`src/rtl/uart_tx_param.sv`:
```
//------------------------------------------------------------------------------
// uart_tx_param -- parameterised UART transmitter.
//
// Sends one frame per accepted request: a start bit (0), DATA_BITS payload
// bits LSB first, an optional parity bit, then one or two stop bits (1).
// Every serial bit lasts exactly CLKS_PER_BIT bclk cycles.
//
// Optional feature: define UART_TX_PARITY_EN to compile in the PARITY state
// and parity generation. Without it, parity_mode is accepted but ignored and
// frames never carry a parity bit.
//
// Parameters
//   DATA_BITS    payload bits per frame (5..9)
//   CLKS_PER_BIT bclk cycles per serial bit (>= 2)
//
// Ports
//   bclk         clock, rising edge
//   rst          synchronous active-high reset
//   tx_valid     frame request
//   tx_ready     block can accept a frame (high only while idle)
//   tx_din       payload, LSB sent first
//   parity_mode  00 none, 01 even, 10 odd, 11 none
//   stop2        1 = two stop bits, 0 = one
//   tx_busy      frame in progress (inverse of tx_ready)
//   tx_done      one-cycle pulse on the edge that ends the frame
//   tx_data      registered serial line, idle high
//------------------------------------------------------------------------------
module uart_tx_param #(
   parameter int DATA_BITS    = 8,
   parameter int CLKS_PER_BIT = 16
) (
   input  logic                 bclk,
   input  logic                 rst,
   input  logic                 tx_valid,
   output logic                 tx_ready,
   input  logic [DATA_BITS-1:0] tx_din,
   input  logic [1:0]           parity_mode,
   input  logic                 stop2,
   output logic                 tx_busy,
   output logic                 tx_done,
   output logic                 tx_data
);

   localparam int BAUD_W = $clog2(CLKS_PER_BIT);
   localparam int BIT_W  = $clog2(DATA_BITS);

   localparam logic [BAUD_W-1:0] BAUD_LAST = BAUD_W'(CLKS_PER_BIT - 1);
   localparam logic [BAUD_W-1:0] BAUD_ONE  = BAUD_W'(1);
   localparam logic [BIT_W-1:0]  BIT_LAST  = BIT_W'(DATA_BITS - 1);
   localparam logic [BIT_W-1:0]  BIT_ONE   = BIT_W'(1);

   localparam logic [2:0] ST_IDLE   = 3'd0;
   localparam logic [2:0] ST_START  = 3'd1;
   localparam logic [2:0] ST_DATA   = 3'd2;
`ifdef UART_TX_PARITY_EN
   localparam logic [2:0] ST_PARITY = 3'd3;
`endif
   localparam logic [2:0] ST_STOP   = 3'd4;

   logic [2:0]           state;
   logic [BAUD_W-1:0]    baud_cnt;
   logic [BIT_W-1:0]     bit_cnt;     // data bit index in DATA, stop bit index in STOP
   logic [DATA_BITS-1:0] data_sh;     // latched payload, shifted right as bits go out
   logic                 stop2_q;
   logic                 bit_end;
   logic                 accept;

`ifdef UART_TX_PARITY_EN
   logic                 par_en_q;
   logic                 par_bit_q;
`else
   logic                 unused_parity_mode;
   assign unused_parity_mode = ^parity_mode;
`endif

   assign tx_ready = (state == ST_IDLE);
   assign tx_busy  = ~tx_ready;
   assign bit_end  = (baud_cnt == BAUD_LAST);
   assign accept   = tx_ready & tx_valid;

   // Frame parameters are captured once at acceptance so later input changes
   // cannot disturb the frame in flight.
   // NOTE: these datapath registers carry no reset; each is loaded on
   // acceptance before it is ever read, so a reset would only add fan-out.
   always_ff @(posedge bclk) begin
      if (accept) begin
         data_sh <= tx_din;
         stop2_q <= stop2;
`ifdef UART_TX_PARITY_EN
         // 01 and 10 enable parity; bit 1 of the mode selects odd (inverted).
         par_en_q  <= ^parity_mode;
         par_bit_q <= (^tx_din) ^ parity_mode[1];
`endif
      end else if (state == ST_DATA && bit_end) begin
         data_sh <= data_sh >> 1;
      end
   end

   // NOTE: all state below is updated with non-blocking assignments so every
   // register samples the pre-edge values, independent of statement order.
   always_ff @(posedge bclk) begin
      if (rst) begin
         state    <= ST_IDLE;
         tx_data  <= 1'b1;
         tx_done  <= 1'b0;
         baud_cnt <= '0;
         bit_cnt  <= '0;
      end else begin
         tx_done <= 1'b0;

         // Baud counter idles at zero and reloads at every bit boundary.
         baud_cnt <= (state == ST_IDLE || bit_end) ? '0 : baud_cnt + BAUD_ONE;

         case (state)
            ST_IDLE: begin
               if (tx_valid) begin
                  // Start bit drives the line on the acceptance edge itself.
                  state   <= ST_START;
                  tx_data <= 1'b0;
                  bit_cnt <= '0;
               end
            end

            ST_START: begin
               if (bit_end) begin
                  state   <= ST_DATA;
                  tx_data <= data_sh[0];
               end
            end

            ST_DATA: begin
               if (bit_end) begin
                  if (bit_cnt == BIT_LAST) begin
                     bit_cnt <= '0;
`ifdef UART_TX_PARITY_EN
                     if (par_en_q) begin
                        state   <= ST_PARITY;
                        tx_data <= par_bit_q;
                     end else begin
                        state   <= ST_STOP;
                        tx_data <= 1'b1;
                     end
`else
                     state   <= ST_STOP;
                     tx_data <= 1'b1;
`endif
                  end else begin
                     // data_sh shifts on this same edge, so bit 1 is the next bit.
                     bit_cnt <= bit_cnt + BIT_ONE;
                     tx_data <= data_sh[1];
                  end
               end
            end

`ifdef UART_TX_PARITY_EN
            ST_PARITY: begin
               if (bit_end) begin
                  state   <= ST_STOP;
                  tx_data <= 1'b1;
               end
            end
`endif

            ST_STOP: begin
               if (bit_end) begin
                  if (stop2_q && bit_cnt == '0) begin
                     bit_cnt <= BIT_ONE;
                  end else begin
                     state   <= ST_IDLE;
                     tx_done <= 1'b1;
                     bit_cnt <= '0;
                  end
               end
            end

            default: begin
               state   <= ST_IDLE;
               tx_data <= 1'b1;
            end
         endcase
      end
   end

endmodule

```
`config.mk`:
```
export PLATFORM = sky130hd
export DESIGN_NAME = uart_tx_param
export DESIGN_NICKNAME = d
export VERILOG_FILES = /design/src/rtl/uart_tx_param.sv
export SDC_FILE = /design/constraint.sdc
export NUM_CORES = 1
export LEC_CHECK = 0
export CAP_MARGIN = 20
export CORE_UTILIZATION = 40
export CTS_CLUSTER_DIAMETER = 30
export DETAILED_ROUTE_END_ITERATION = 10
export PLACE_DENSITY = 0.66
export SLEW_MARGIN = 20
export SYNTH_ARGS = -nofsm -noshare
export SYNTH_HDL_FRONTEND = slang
export SYNTH_SLANG_ARGS = --single-unit
```
`constraint.sdc`:
```
create_clock -name bclk -period 2.2 [get_ports bclk]
set_clock_uncertainty 0.1 [all_clocks]
set_input_delay 0.66 -clock bclk [delete_from_list [all_inputs] [get_ports bclk]]
set_output_delay 0.66 -clock bclk [all_outputs]
set_load 0.005 [all_outputs]
```
After elaboration in Yosys (flattened, before gate mapping):

Cells that the tools add are included.

* memories kept: 0
* register bits after elaboration: 21
* input bits: 14
* output and inout port bits: 4
* bits in latches: 0
* bits in writable memories: 0
* memory bits (read-only): 0

* multiply operators: 0
* mux-type cells: 21
* $lt $le $gt $ge: 0
* div/mod/pow operators: 0
* eq/ne operators: 11
* shifts and indexed selects: 0
* bitwise operators: 4
* reductions and logical operators: 12
* add/subtract/negate cells: 2

Operators with widths (number)
* 3-bit 2-to-1 mux: 10
* 8-bit 2-to-1 mux: 2
* 3-bit case mux with 4 select lines: 1
* 2-bit != test, second input constant: 5
* 3-bit case mux with 3 select lines: 1
* 4-bit AND reduction: 2
* 3-bit == test, second input constant: 2
* 3-bit zero test: 2
* 1-bit 2-to-1 mux: 6
* 6-bit AND reduction: 1
* 4-bit by 1-bit adder with 4-bit output, second input constant: 1
* 4-bit == test, second input constant: 1
* 1-bit case mux with 4 select lines: 1
* 3-bit by 1-bit adder with 3-bit output, second input constant: 1
* 3-bit by 1-bit == test with 1-bit output, second input constant: 1
* 3-bit by 2-bit == test with 1-bit output, second input constant: 1
* 1-bit inverter: 3
* 3-bit nonzero test: 1
* 3-bit OR reduction: 1
* 1-bit logical AND: 2
* 2-bit by 1-bit != test with 1-bit output, second input constant: 1
* 2-bit nonzero test: 1
* 2-bit OR reduction: 1
* 1-bit AND: 1
* 1-bit logical OR: 1

Depth between registers and ports, before layout:

* word-level depth: 5
* gate-level depth with buffers: 6
* gate-level depth less buffers: 6

Worst setup path before layout:

No wires, ideal clock.

* kind: input to register
* start: input port tx_valid
* end: register data_sh[0] (enable)
* path buffers: 0
* setup slack: 0.225 ns
* data required time: 1.711 ns
* library setup time: 0.389 ns
* arrival: 1.486 ns
* cell stages on the path: 2
* cell sequence: nand2b_1 a211oi_1

* longest elaborated chain between the ends: 2

Ends and longest elaborated chain
* start: declaration: line 34 `input logic tx_valid,`
* 1-bit AND: line 79 `assign accept = tx_ready & tx_valid;`
* 2-bit nonzero test (no source line)
* end signal: assignment: line 87 `data_sh <= tx_din;`
* end signal: assignment: line 95 `data_sh <= data_sh >> 1;`
* end: declaration: line 63 `logic [DATA_BITS-1:0] data_sh;`

Every way passes these cells.
A chain may end at the register's enable or synchronous reset.

Worst setup path in the final report:

* start: register bit_cnt[0]
* end: register bit_cnt[1]

* longest elaborated chain between the ends: 4

Ends and longest elaborated chain
* start: declaration: line 62 `logic [BIT_W-1:0] bit_cnt;`
* start signal: assignment: line 149 `bit_cnt <= bit_cnt + BIT_ONE;`
* 3-bit by 1-bit adder with 3-bit output / 3-bit == test (equally long branches): line 149, 133
* 3-bit 2-to-1 mux (*): line 133 `if (bit_cnt == BIT_LAST) begin`
* 3-bit 2-to-1 mux (*): line 132 `if (bit_end) begin`
* 3-bit case mux with 3 select lines (*): line 114 `case (state)`

Mark *: on every way between the ends. The rest lies on a longest branch, timed or not. The select of a mux whose other input is x is not followed.

==> results.sh <==
export IMPL_synth_edf_count=9
export IMPL_path_class="reg -> reg"
export IMPL_cts_made_buffers=3
export IMPL_gp_congestion=0.766
export IMPL_use_met3=0.0319
export IMPL_rr_endpoint="bit_cnt[1]"
export IMPL_firstDrtPassIters=4
export IMPL_path_common_cell="ha_1"
export IMPL_grt_busiest_layer="met2"
export IMPL_cp_top_family="simple AND/OR/NAND/NOR gates"
export IMPL_whs_ns=0.364
export IMPL_drc=0
export IMPL_p_total_uw=726
export IMPL_layout_min_cycle_time_ns=2.06
export IMPL_status="finished, final reports clean"
export IMPL_max_freq_mhz=484
export IMPL_overflow=0
export IMPL_grt_pass1_wl_um=3200
export IMPL_leakagePower_nw=0.506
export IMPL_period_share=0.939
export IMPL_p_per_area_mw_per_mm2=560
export IMPL_yosys_register_bits=21
export IMPL_grt_pass1_vias=752
export IMPL_hold_buffers=0
export IMPL_syn_to_final_growth_pct=25.6
export IMPL_cp_data_arrival_time_ns=2.21
export IMPL_clock_latency_ns=0.31
export IMPL_cts_tree="built"
export IMPL_yosysSeqAreaShare=0.495
export IMPL_worstReg2RegStart="bit_cnt[0]"
export IMPL_cp_end_kind="register"
export IMPL_relSlewSlack=0.747
export IMPL_met2_usage=0.276
export IMPL_die_h_um=52.8
export IMPL_nNetsFinal=138
export IMPL_final_hold_violation_count=0
export IMPL_clk_path_buf_depth=2
export IMPL_ys_types=33
export IMPL_crit_chain="ha_1 -> ha_1 -> or4b_4 -> or4b_1 -> a21oi_1"
export IMPL_ir_drop_mv=0.475
export IMPL_via_count=782
export IMPL_grt_max_degree=16
export IMPL_clk_pin_slew_ns=0.12
export IMPL_synthArstFlopShare=0
export IMPL_die_w_um=52.8
export IMPL_rr_worst_depth=5
export IMPL_syn_nets=116
export IMPL_htreeDepth=1
export IMPL_initial_utilization=0.420
export IMPL_cp_start_kind="register"
export IMPL_r2r_slack_ns=0.14
export IMPL_synthesis_area_mm2=0.00103
export IMPL_worstHoldPathType="reg -> reg"
export IMPL_drive_above_1_share=0.202
export IMPL_slowest_delay_ns=0.50
export IMPL_crit_buf_inv=0
export IMPL_numPortBuffers=15
export IMPL_routed_wl_um=1960
export IMPL_die_area_mm2=0.00279
export IMPL_row_count=18
export IMPL_cts_root_buffer="clkbuf_4"
export IMPL_grtUsageMet1=0.181
export IMPL_tightest_slew_ns=0.378
export IMPL_core_mm2=0.00245
export IMPL_grt_setup_unrepaired="false"
export IMPL_antenna_found_initial=0
export IMPL_startpoint="bit_cnt[0]"
export IMPL_worst_path_stages=5
export IMPL_diodes=0
export IMPL_io_pins=18
export IMPL_dp_hpwl_um=1450
export IMPL_final_max_slew_violation_count=0
export IMPL_synth_main_ff_cell="dfxtp_1"
export IMPL_grt_usage=0.161
export IMPL_clock_sinks=21
export IMPL_cp_max_fo=4
export IMPL_wire_per_inst_um=13.1
export IMPL_detail_route_antenna_nets=0
export IMPL_avgSynthCellArea_um2=10.5
export IMPL_slowest_stage="or4b_4"
export IMPL_finalSetupViolCount=0
export IMPL_yosys_warnings=0
export IMPL_drt_iter0_markers=10
export IMPL_crit_end="bit_cnt[1]"
export IMPL_drv_cap=0
export IMPL_netlist_instances=98
export IMPL_vias_per_cell=5.25
export IMPL_cp_required_ns=2.34
## logic make-up after synthesis
group	share of synthesized area
compound gates	0.0982
simple gates	0.179
xor+xnor	0.0339
buf+inv	0.0594
flops	0.495
fa+ha+maj	0.0485
mux	0.0861
## metrics by stage
| stage | instance area, um2 | util | setup slack (ns) | instances | TNS (ns) |
|---|---|---|---|---|---|
| finish | 1300 | 0.528 | 0.135 | 149 | 0 |
| global placement | 1250 | 0.509 | -0.0596 | 143 | -0.172 |
| global route | 1300 | 0.528 | 0.0592 | 149 | 0 |
| floorplan | 1030 | - | 0.225 | 98 | 0 |
| detailed placement | 1250 | 0.509 | -0.118 | 143 | -0.518 |
| CTS | 1300 | 0.528 | 0.131 | 149 | 0 |
## cells in the final DEF, fill, tap and decap left out, types with 5 or more instances in the layout
cell type	count
edfxtp_1	9
dfxtp_1	11
a21oi_1	5
mux2_2	7
nor2_1	6
inv_1	5
nor3_1	5
buf_4	9
clkdlybuf4s50_1	13
## synthesized netlist by cell type (3+ instances only)
library cell  count  area (um2)
nand3_1           3        15.0
buf_2             4        20.0
nor2_1            6        22.5
dfxtp_1          12         240
mux2_2            7        78.8
o21ai_0           4        20.0
nor3_1            6        30.0
nand2_1           3        11.3
inv_1             5        18.8
a21oi_1           5        25.0
ha_1              4        50.1
edfxtp_1          9         270
nand2b_1          3        18.8
## layer usage
metal  up-vias  routed length [um]
met5         -                   0
li1        395                   -
met3         4                  37
met4         0                  37
met1       375                 860
met2         8                1020
## state kept, by name, summed over array words and instances (netlist names)
name and flops:
baud_cnt 4, bit_cnt 3, data_sh 8, state 3
stop2_q 1, tx_data 1, tx_done 1
## final cells by class
cell class                      count  area (um2)
Fill cell                         234        1160
Sequential cell                    21         512
Multi-Input combinational cell     64         465
Timing Repair Buffer               25         235
Tap cell                           30        37.5
Clock buffer                        3        22.5
Inverter                            5        18.8
Clock inverter                      1        5.00
## how the worst min path moves through the flow
stage | from | cells after the start | slack, ns | endpoint
final | baud_cnt[0] | 1 | 0.36 | baud_cnt[0]
after global routing | baud_cnt[0] | 1 | 0.39 | baud_cnt[0]
after CTS | baud_cnt[0] | 1 | 0.37 | baud_cnt[0]
after detailed placement | baud_cnt[0] | 1 | 0.36 | baud_cnt[0]
after global placement | baud_cnt[0] | 1 | 0.33 | baud_cnt[0]
after floorplan | baud_cnt[0] | 1 | 0.32 | baud_cnt[0]
## repair_timing
action,CTS,global route
setup endpoints to repair,2,0
buffers inserted,2,0
resized for setup,4,0
## report_power, final
group | internal, mW | switching (mW) | total (mW)
Combinational | 0.0621 | 0.0403 | 0.102
Sequential | 0.428 | 0.00686 | 0.434
Clock | 0.0680 | 0.121 | 0.189
Total | 0.558 | 0.168 | 0.726
(Power assumes the default switching activity.)
